==> src/rtl/osiris_wb_pkg.sv <==
// Shared definitions for the osiris Wishbone IO slave: bus widths,
// register offsets and the bus-response FSM encoding.
package osiris_wb_pkg;

  localparam int unsigned WB_ADR_W = 32;
  localparam int unsigned WB_DAT_W = 32;

  localparam logic [7:0] IO_OUT_OFF  = 8'h00;
  localparam logic [7:0] IO_OEB_OFF  = 8'h04;
  localparam logic [7:0] IO_IN_OFF   = 8'h08;
  localparam logic [7:0] SCRATCH_OFF = 8'h0C;
  localparam logic [7:0] CYCLE_OFF   = 8'h10;

  typedef enum logic [1:0] {
    ST_IDLE = 2'd0,
    ST_WAIT = 2'd1,
    ST_ACK  = 2'd2
  } wb_state_t;

  // Word-aligned register offset; the byte-lane bits are ignored.
  function automatic logic [7:0] word_off(input logic [7:0] adr);
    return adr & 8'hFC;
  endfunction

endpackage

==> src/rtl/osiris_sync2.sv <==
// Parameterized-width two-flop synchronizer with async active-low reset.
module osiris_sync2 #(
  parameter int unsigned W = 16
) (
  input  logic         clk,
  input  logic         rst_n,
  input  logic [W-1:0] d,
  output logic [W-1:0] q
);

  logic [W-1:0] meta;

  // Two back-to-back capture stages; q is the resolved copy.
  always_ff @(posedge clk or negedge rst_n) begin
    if (!rst_n) begin
      meta <= '0;
      q    <= '0;
    end else begin
      meta <= d;
      q    <= meta;
    end
  end

endmodule

==> src/rtl/osiris_wb_io_slave.sv <==
// Wishbone classic-cycle register slave: GPIO out/enable, synchronized GPIO
// in, scratch word and free-running cycle counter. Optional macro
// OSIRIS_WB_ERR_EN adds wb_err_o for unmapped or read-only-write accesses.
module osiris_wb_io_slave
  import osiris_wb_pkg::*;
#(
  parameter int unsigned BITS        = 16,
  parameter logic [31:0] BASE_ADDR   = 32'h3000_0000,
  parameter int unsigned WAIT_STATES = 0
) (
  input  logic                clk,
  input  logic                rst_n,
  input  logic                wb_cyc_i,
  input  logic                wb_stb_i,
  input  logic                wb_we_i,
  input  logic [WB_ADR_W-1:0] wb_adr_i,
  input  logic [WB_DAT_W-1:0] wb_dat_i,
  output logic [WB_DAT_W-1:0] wb_dat_o,
  output logic                wb_ack_o,
  input  logic [BITS-1:0]     io_in,
  output logic [BITS-1:0]     io_out,
  output logic [BITS-1:0]     io_oeb
`ifdef OSIRIS_WB_ERR_EN
  ,
  output logic                wb_err_o
`endif
);

  localparam logic [3:0] WS_LOAD = (WAIT_STATES > 0) ? 4'(WAIT_STATES - 1) : 4'd0;

  wb_state_t             state;
  logic [3:0]            wait_cnt;
  logic [7:0]            off_q;
  logic                  we_q;
  logic [WB_DAT_W-1:0]   dat_q;
  logic [WB_DAT_W-1:0]   scratch;
  logic [WB_DAT_W-1:0]   cycle;
  logic [BITS-1:0]       io_sync;

  logic                  req;
  logic                  enter_ack;
  logic [7:0]            sel_off;
  logic                  sel_we;
  logic [WB_DAT_W-1:0]   sel_dat;
  logic [WB_DAT_W-1:0]   rd_data;
  logic                  mapped;
  logic                  bad;
  logic                  do_write;

  osiris_sync2 #(.W(BITS)) u_sync (
    .clk   (clk),
    .rst_n (rst_n),
    .d     (io_in),
    .q     (io_sync)
  );

  assign req = wb_cyc_i & wb_stb_i & (wb_adr_i[31:8] == BASE_ADDR[31:8]);

  // With no wait states the ACK edge is the sampling edge itself, so the
  // access uses the live bus; otherwise it uses the copy latched in IDLE.
  assign enter_ack = ((state == ST_IDLE) && req && (WAIT_STATES == 0)) ||
                     ((state == ST_WAIT) && wb_cyc_i && wb_stb_i && (wait_cnt == 4'd0));
  assign sel_off   = (state == ST_IDLE) ? word_off(wb_adr_i[7:0]) : off_q;
  assign sel_we    = (state == ST_IDLE) ? wb_we_i : we_q;
  assign sel_dat   = (state == ST_IDLE) ? wb_dat_i : dat_q;

  // Read mux and decode of the selected offset.
  always_comb begin
    rd_data = '0;
    mapped  = 1'b1;
    case (sel_off)
      IO_OUT_OFF:  rd_data = 32'(io_out);
      IO_OEB_OFF:  rd_data = 32'(io_oeb);
      IO_IN_OFF:   rd_data = 32'(io_sync);
      SCRATCH_OFF: rd_data = scratch;
      CYCLE_OFF:   rd_data = cycle;
      default:     mapped  = 1'b0;
    endcase
  end

`ifdef OSIRIS_WB_ERR_EN
  assign bad      = !mapped || (sel_we && ((sel_off == IO_IN_OFF) || (sel_off == CYCLE_OFF)));
  assign do_write = enter_ack && sel_we && !bad;
`else
  assign bad      = !mapped;
  assign do_write = enter_ack && sel_we;
`endif

  // Bus-response FSM with registered ack/err and read data.
  always_ff @(posedge clk or negedge rst_n) begin
    if (!rst_n) begin
      state    <= ST_IDLE;
      wait_cnt <= '0;
      off_q    <= '0;
      we_q     <= 1'b0;
      dat_q    <= '0;
      wb_ack_o <= 1'b0;
      wb_dat_o <= '0;
`ifdef OSIRIS_WB_ERR_EN
      wb_err_o <= 1'b0;
`endif
    end else begin
      wb_ack_o <= 1'b0;
      wb_dat_o <= '0;
`ifdef OSIRIS_WB_ERR_EN
      wb_err_o <= 1'b0;
`endif
      if ((state == ST_IDLE) && req) begin
        off_q <= word_off(wb_adr_i[7:0]);
        we_q  <= wb_we_i;
        dat_q <= wb_dat_i;
      end
      if (enter_ack) begin
        state <= ST_ACK;
`ifdef OSIRIS_WB_ERR_EN
        if (bad) begin
          wb_err_o <= 1'b1;
        end else begin
          wb_ack_o <= 1'b1;
          wb_dat_o <= sel_we ? '0 : rd_data;
        end
`else
        wb_ack_o <= 1'b1;
        wb_dat_o <= (sel_we || bad) ? '0 : rd_data;
`endif
      end else begin
        case (state)
          ST_IDLE: begin
            if (req) begin
              state    <= ST_WAIT;
              wait_cnt <= WS_LOAD;
            end
          end
          ST_WAIT: begin
            if (!(wb_cyc_i && wb_stb_i)) state <= ST_IDLE;
            else                          wait_cnt <= wait_cnt - 4'd1;
          end
          default: state <= ST_IDLE;
        endcase
      end
    end
  end

  // Register bank writes and the free-running cycle counter.
  always_ff @(posedge clk or negedge rst_n) begin
    if (!rst_n) begin
      io_out  <= '0;
      io_oeb  <= '1;
      scratch <= '0;
      cycle   <= '0;
    end else begin
      cycle <= cycle + 32'd1;
      if (do_write) begin
        case (sel_off)
          IO_OUT_OFF:  io_out  <= sel_dat[BITS-1:0];
          IO_OEB_OFF:  io_oeb  <= sel_dat[BITS-1:0];
          SCRATCH_OFF: scratch <= sel_dat;
          default: ;
        endcase
      end
    end
  end

endmodule

==> config.mk <==
export PLATFORM = sky130hd
export DESIGN_NAME = osiris_wb_io_slave
export DESIGN_NICKNAME = d
export VERILOG_FILES = /design/src/rtl/osiris_wb_pkg.sv /design/src/rtl/osiris_sync2.sv /design/src/rtl/osiris_wb_io_slave.sv
export SDC_FILE = /design/constraint.sdc
export NUM_CORES = 1
export LEC_CHECK = 0
export BUFFER_PORTS_ARGS = -buffer_cell sky130_fd_sc_hd__buf_4
export CORE_ASPECT_RATIO = 0.5
export CORE_MARGIN = 10
export CORE_UTILIZATION = 60
export CTS_CLUSTER_SIZE = 16
export DETAILED_ROUTE_END_ITERATION = 10
export PLACE_DENSITY = 0.92
export SETUP_SLACK_MARGIN = 0.4
export SLEW_MARGIN = 40
export SYNTH_ARGS = -nofsm -noshare
export SYNTH_HDL_FRONTEND = slang
export SYNTH_SLANG_ARGS = --single-unit
export TNS_END_PERCENT = 30
==> constraint.sdc <==
create_clock -name clk -period 4.13 [get_ports clk]
set_input_delay 0.2065 -clock clk [delete_from_list [all_inputs] [get_ports clk]]
set_output_delay 0.2065 -clock clk [all_outputs]
set_load 0.01 [all_outputs]
# == Yosys cells after proc, flatten, opt, wreduce, memory -nomap -nowiden ==
# Index checks and enable logic that the tools add are counted.
# op_classes
eq_ne,10
bitwise_logic,3
n_mux,15
add_sub_neg,2
n_reduce_logical,19
# ops
cell,n
one-hot mux 32 bit (5 select lines),1
two-way mux 32 bit,3
"adder 32 x 1 -> 32 bit, second input constant",1
"== test 24 x 22 -> 1 bit, second input constant",1
"== test 8 x 4 -> 1 bit, second input constant",2
"== test 8 x 3 -> 1 bit, second input constant",1
"== test 8 x 5 -> 1 bit, second input constant",1
logical NOT 8 bit,1
two-way mux 4 bit,2
two-way mux 8 bit,1
one-hot mux 4 bit (2 select lines),1
AND reduction 2 bit,4
logical AND 1 bit,6
two-way mux 2 bit,3
"!= test 3 bit, second input constant",2
OR reduction 5 bit,1
logical NOT 4 bit,1
one-hot mux 2 bit (2 select lines),1
AND reduction 4 bit,1
"subtractor 4 x 1 -> 4 bit, second input constant",1
two-way mux 1 bit,3
bitwise AND 1 bit,2
"== test 2 x 1 -> 1 bit, second input constant",1
logical NOT 2 bit,1
other kinds (6),7
# word_totals
regBits,206
elab_cells,62
out_inout_bits,65

# == Logic depth before layout (Yosys ltp) ==
# depth
depth_word,9
mapped_depth,7
mapped_depth_nobuf,6

# == By module ==
# Synthesis repeated with hierarchy kept, for this count alone.
# hier_totals
cells_unflattened,598
hier_area_um2,8465.6
# modules_own_cells
module,seq_area_each_um2,area_per_inst_um2,cells_each,n_inst
osiris_wb_io_slave,4374.2,7664.9,566,1
osiris_sync2,800.8,800.8,32,1

# == Worst setup path after synthesis ==
# OpenSTA, ideal clock, no wires.
# synth_path
kind,reg2reg
startpoint,reg state[1]
endpoint,reg io_oeb[10]
path_stages_with_launch,8
setup_ps,82
t_arrival_ps,2099
period_less_slack_ps,2182
path_slack_ps,1948
cell_sequence,dfrtp_1 nor2_1 buf_4 mux2i_4 nor4b_4 nand3_4 buf_6 mux2_4
# synth_between
elab_chain_cells,7
# synth_rtl
item,line,text
from (decl),osiris_wb_io_slave.sv:31,wb_state_t state;
from (signal assigned),osiris_wb_io_slave.sv:92,state <= ST_IDLE;
from (signal assigned),osiris_wb_io_slave.sv:114,state <= ST_ACK;
from (signal assigned),osiris_wb_io_slave.sv:130,state <= ST_WAIT;
== test 2 x 1 -> 1 bit,osiris_wb_io_slave.sv:62,((state == ST_WAIT) && wb_cyc_i && wb_stb_i && (wait_cnt == 4'd0));
logical AND 1 bit (3 in series),osiris_wb_io_slave.sv:62,
logical OR 1 bit,osiris_wb_io_slave.sv:61,assign enter_ack = ((state == ST_IDLE) && req && (WAIT_STATES == 0)) ||
logical AND 1 bit,osiris_wb_io_slave.sv:86,assign do_write = enter_ack && sel_we;
AND reduction 2 bit (no source line),-,
to (signal assigned),osiris_wb_io_slave.sv:156,IO_OEB_OFF: io_oeb <= sel_dat[BITS-1:0];
to (decl),osiris_wb_io_slave.sv:22,output logic [BITS-1:0] io_oeb
# Several ways; a longest one is shown, not always the timed one.
# A chain may end at the register's enable or synchronous reset.

# == Worst setup path after layout ==
# Ends and elaborated chain as after synthesis.

==> out/metrics.json <==
{
  "grt_antenna_before_repair": 1,
  "grt_start_max_net_pins": 138,
  "grt_setup_unrepaired": "no",
  "setup.reg_to_reg.worst_slack_ps": 840,
  "post-route-min-period_ps": 3290,
  "fp.dieArea_mm2": 0.0196,
  "first_pass_grt_wire_length_mm": 35.3,
  "drt_first_iter_violations": 514,
  "ys.warnings.count": 0,
  "clk-insertion-delay-late_ps": 490,
  "cts_sinks": 206,
  "hpwlAfterDp_mm": 13.8,
  "grtUsageTotal": 0.221,
  "synth.largest_area_cell": "sky130_fd_sc_hd__dfrtp_1",
  "worst_clock_skew_on_the_final_layout_ps": 14.7,
  "seq_power_share": 0.528,
  "cts.reportedPaths.clkPinSlew_ps": 60,
  "critical_path.endpoint_type": "register",
  "dpl-instance-area_mm2": 0.00987,
  "postRouteAntennaNets": 0,
  "synthesis.area_mm2": 0.00848,
  "finalHoldViolCount": 0,
  "rr_startpoint": "state[1]",
  "worst-path-max-fanout": 23,
  "instances_no_fill": 1016,
  "route.vias.total": 5938,
  "total_count_of_max_transition_violations_in_the_final_report": 0,
  "cts.repair.resized": 0,
  "post_synth_inst_count": 604,
  "synth_enable_flop_cells": 0,
  "grt_pass1_vias": 6552,
  "leakage_power_nw": 5.31,
  "placeableCoreArea_mm2": 0.0137,
  "drive_above_1_share": 0.379,
  "finalInstanceArea_mm2": 0.0110,
  "postSynthRegisterBits": 206,
  "n_fill_cell": 760,
  "crit_path_launch": "state[1]",
  "postSynthNetCount": 691,
  "cap_violations": 0,
  "yosys.cell_count.top_type": "sky130_fd_sc_hd__dfrtp_1",
  "mean_instance_size_in_the_synthesized_netlist_um2": 14.0,
  "worstMarginPinSlew_ps": 747,
  "setup-violations-final": 0,
  "worst_hold_path_type": "primary input to register",
  "cts_htree_levels": 1,
  "required_ps": 4550,
  "drt-total-wl_mm": 22.0,
  "port_buffers": 147,
  "vias_per_cell": 5.84,
  "cts_buffers": 18,
  "timing.final.ws_setup_ps": 844,
  "worst_setup_path_endpoint": "io_oeb[10]",
  "status": "complete, no violations",
  "setup_total_negative_slack_ps": 0,
  "cp-start-kind": "register",
  "max_slew_margin": 0.501,
  "placementRows": 30,
  "switching_power_mw": 0.838,
  "routabilityCongestion": 0.808,
  "clock_path_buffers": 3,
  "synth_async_sr_flop_share": 1.00,
  "worst-r2r-cell-count": 7,
  "power_frac_comb": 0.055,
  "nNetsFinal": 898,
  "critical_path_class": "register to register",
  "power.share.clock": 0.417,
  "synth_sequential_area_ratio": 0.610,
  "peakVddDrop_mv": 0.236,
  "dr.pass1.iters": 6,
  "power.density_cell_area_mw_per_mm2": 351,
  "wl_per_cell_um": 21.7,
  "maxClockFrequency_mhz": 304,
  "synth_top_cells_by_count": "190 x sky130_fd_sc_hd__dfrtp_1, 90 x sky130_fd_sc_hd__mux2_2, 35 x sky130_fd_sc_hd__mux2_1",
  "finish.utilization": 0.802,
  "die_width_um": 188,
  "signal_arrival_time_at_the_worst_endpoint_ps": 3700,
  "number_of_ports_placed_on_the_die_boundary": 150,
  "synthTopCellsByArea": "sky130_fd_sc_hd__dfrtp_1 56%, sky130_fd_sc_hd__mux2_2 12%, sky130_fd_sc_hd__dfstp_2 5.0%",
  "power.switching_fraction": 0.217,
  "globalRouteOverflowTotal": 0,
  "place.detailed.instances": 927,
  "synth_top_area_share": 0.561,
  "area_growth_syn_to_layout_pct": 29.6,
  "power.internal_mw": 3.02,
  "initial_core_util": 0.619,
  "r2r_end": "io_oeb[10]",
  "layout_worst_path_cycle_share": 0.796,
  "multi_input_area_mm2": 0.00321,
  "cts_tree": "built",
  "die_y_um": 104,
  "synth.lib_cells_used.distinct": 50,
  "postSynth.topFlopCell": "sky130_fd_sc_hd__dfrtp_1",
  "detail_route.drc_violations": 0,
  "ff_latch_area_mm2": 0.00517,
  "cts-root-buf": "sky130_fd_sc_hd__clkbuf_16",
  "dp_worst_slack_ps": 955
}
layout make-up:
class | count | area share
multi-input combinational | 365 | 0.292
tap | 192 | 0.0219
timing repair buffer | 213 | 0.162
antenna | 1 | 0.000228
clock inverter | 3 | 0.00239
inverter | 7 | 0.00239
clock buffer | 29 | 0.0475
sequential | 206 | 0.471
sequential cells by signal, summed over array words and instances, names as in the netlist:
register,cells
wait_cnt,4
off_q,6
we_q,1
io_out,16
wb_ack_o,1
dat_q,32
scratch,32
io_oeb,16
u_sync.q,16
state,2
u_sync.meta,16
wb_dat_o,32
cycle,32
kinds of logic (layout without fill, tap and decap cells):
logic type | after synthesis | in the layout | synth area share
xor+xnor | 32 | 32 | 0.0331
mux | 138 | 138 | 0.189
simple gates | 118 | 118 | 0.0766
buf+inv | 33 | 252 | 0.0170
compound gates | 75 | 75 | 0.0714
fa+ha+maj | 2 | 2 | 0.00295
flops | 206 | 206 | 0.610
other cells | 0 | 1 | 0
power by group through the flow:
stage                     sequential, mW  combinational, mW  clock (mW)
after floorplan                     2.07             0.0417           0
after global placement              2.07              0.156           0
after detailed placement            2.08              0.165           0
after CTS                           2.04              0.210        1.63
after global routing                2.04              0.229        1.72
final                               2.04              0.211        1.61
critical path, cell delays in order (launching register included):
cell and delay [ps]:
sky130_fd_sc_hd__dfrtp_1 500, sky130_fd_sc_hd__nor2_4 520, sky130_fd_sc_hd__buf_4 480, sky130_fd_sc_hd__mux2i_4 340
sky130_fd_sc_hd__nor4b_4 270, sky130_fd_sc_hd__buf_4 320, sky130_fd_sc_hd__nand3_4 350, sky130_fd_sc_hd__mux2_4 430
cells in the final DEF, fill, tap and decap left out, types with 2 or more instances in the layout:
cell type	n
sky130_fd_sc_hd__nor2_4	3
sky130_fd_sc_hd__mux2i_1	2
sky130_fd_sc_hd__nor4_1	6
sky130_fd_sc_hd__nand4_1	8
sky130_fd_sc_hd__a222oi_1	16
sky130_fd_sc_hd__inv_1	7
sky130_fd_sc_hd__clkbuf_1	8
sky130_fd_sc_hd__a22o_1	16
sky130_fd_sc_hd__nor4b_1	3
sky130_fd_sc_hd__nand3_1	13
sky130_fd_sc_hd__o31a_1	2
sky130_fd_sc_hd__nor3_1	3
sky130_fd_sc_hd__mux2_1	35
sky130_fd_sc_hd__xor2_1	10
sky130_fd_sc_hd__a22oi_1	16
sky130_fd_sc_hd__dfstp_2	16
sky130_fd_sc_hd__mux2_4	10
sky130_fd_sc_hd__and2_1	2
sky130_fd_sc_hd__ha_1	2
sky130_fd_sc_hd__nand2_1	32
sky130_fd_sc_hd__xnor2_1	22
sky130_fd_sc_hd__clkinv_2	2
sky130_fd_sc_hd__clkbuf_8	3
sky130_fd_sc_hd__clkbuf_16	19
sky130_fd_sc_hd__dfrtp_1	190
sky130_fd_sc_hd__and4_1	3
sky130_fd_sc_hd__mux2_2	90
sky130_fd_sc_hd__a21oi_1	17
sky130_fd_sc_hd__buf_4	153
sky130_fd_sc_hd__nor2_1	26
sky130_fd_sc_hd__or4_1	2
sky130_fd_sc_hd__dlygate4sd3_1	56
sky130_fd_sc_hd__and3_1	6
worst min path at each step:
stage / startpoint / end / slack (ps) / depth (start not counted)
after floorplan: rst_n / cycle[0] / -90 / 0
after global placement: io_in[7] / u_sync.meta[7] / 320 / 1
after detailed placement: rst_n / dat_q[5] / 280 / 1
after CTS: wb_adr_i[9] / state[1] / 190 / 4
after global routing: wb_adr_i[8] / state[1] / 210 / 4
final: wb_adr_i[27] / state[1] / 190 / 4
metal layers:
metal  vias to the layer above  global-route usage  share of wire  routed length [um]
met1                      3078               0.252           0.39                8510
met5                         -                   0              0                   0
met2                       192               0.403           0.53               11800
li1                       2627                   -              -                   -
met3                        41              0.0505          0.059                1300
met4                         0              0.0641          0.021                 461
through the flow:
stage / hold slack (ps) / power (mW)
CTS: 191 / 3.87
finish: 194 / 3.86
floorplan: -89.1 / 2.12
global placement: 316 / 2.23
global route: 209 / 3.98
detailed placement: 277 / 2.24
timing repair:
item,CTS,global route
endpoints found under the setup margin,0,0
buffers inserted,0,0
endpoints found under the hold margin,178,0
hold buffers,56,0
(Power assumes the default switching activity.)
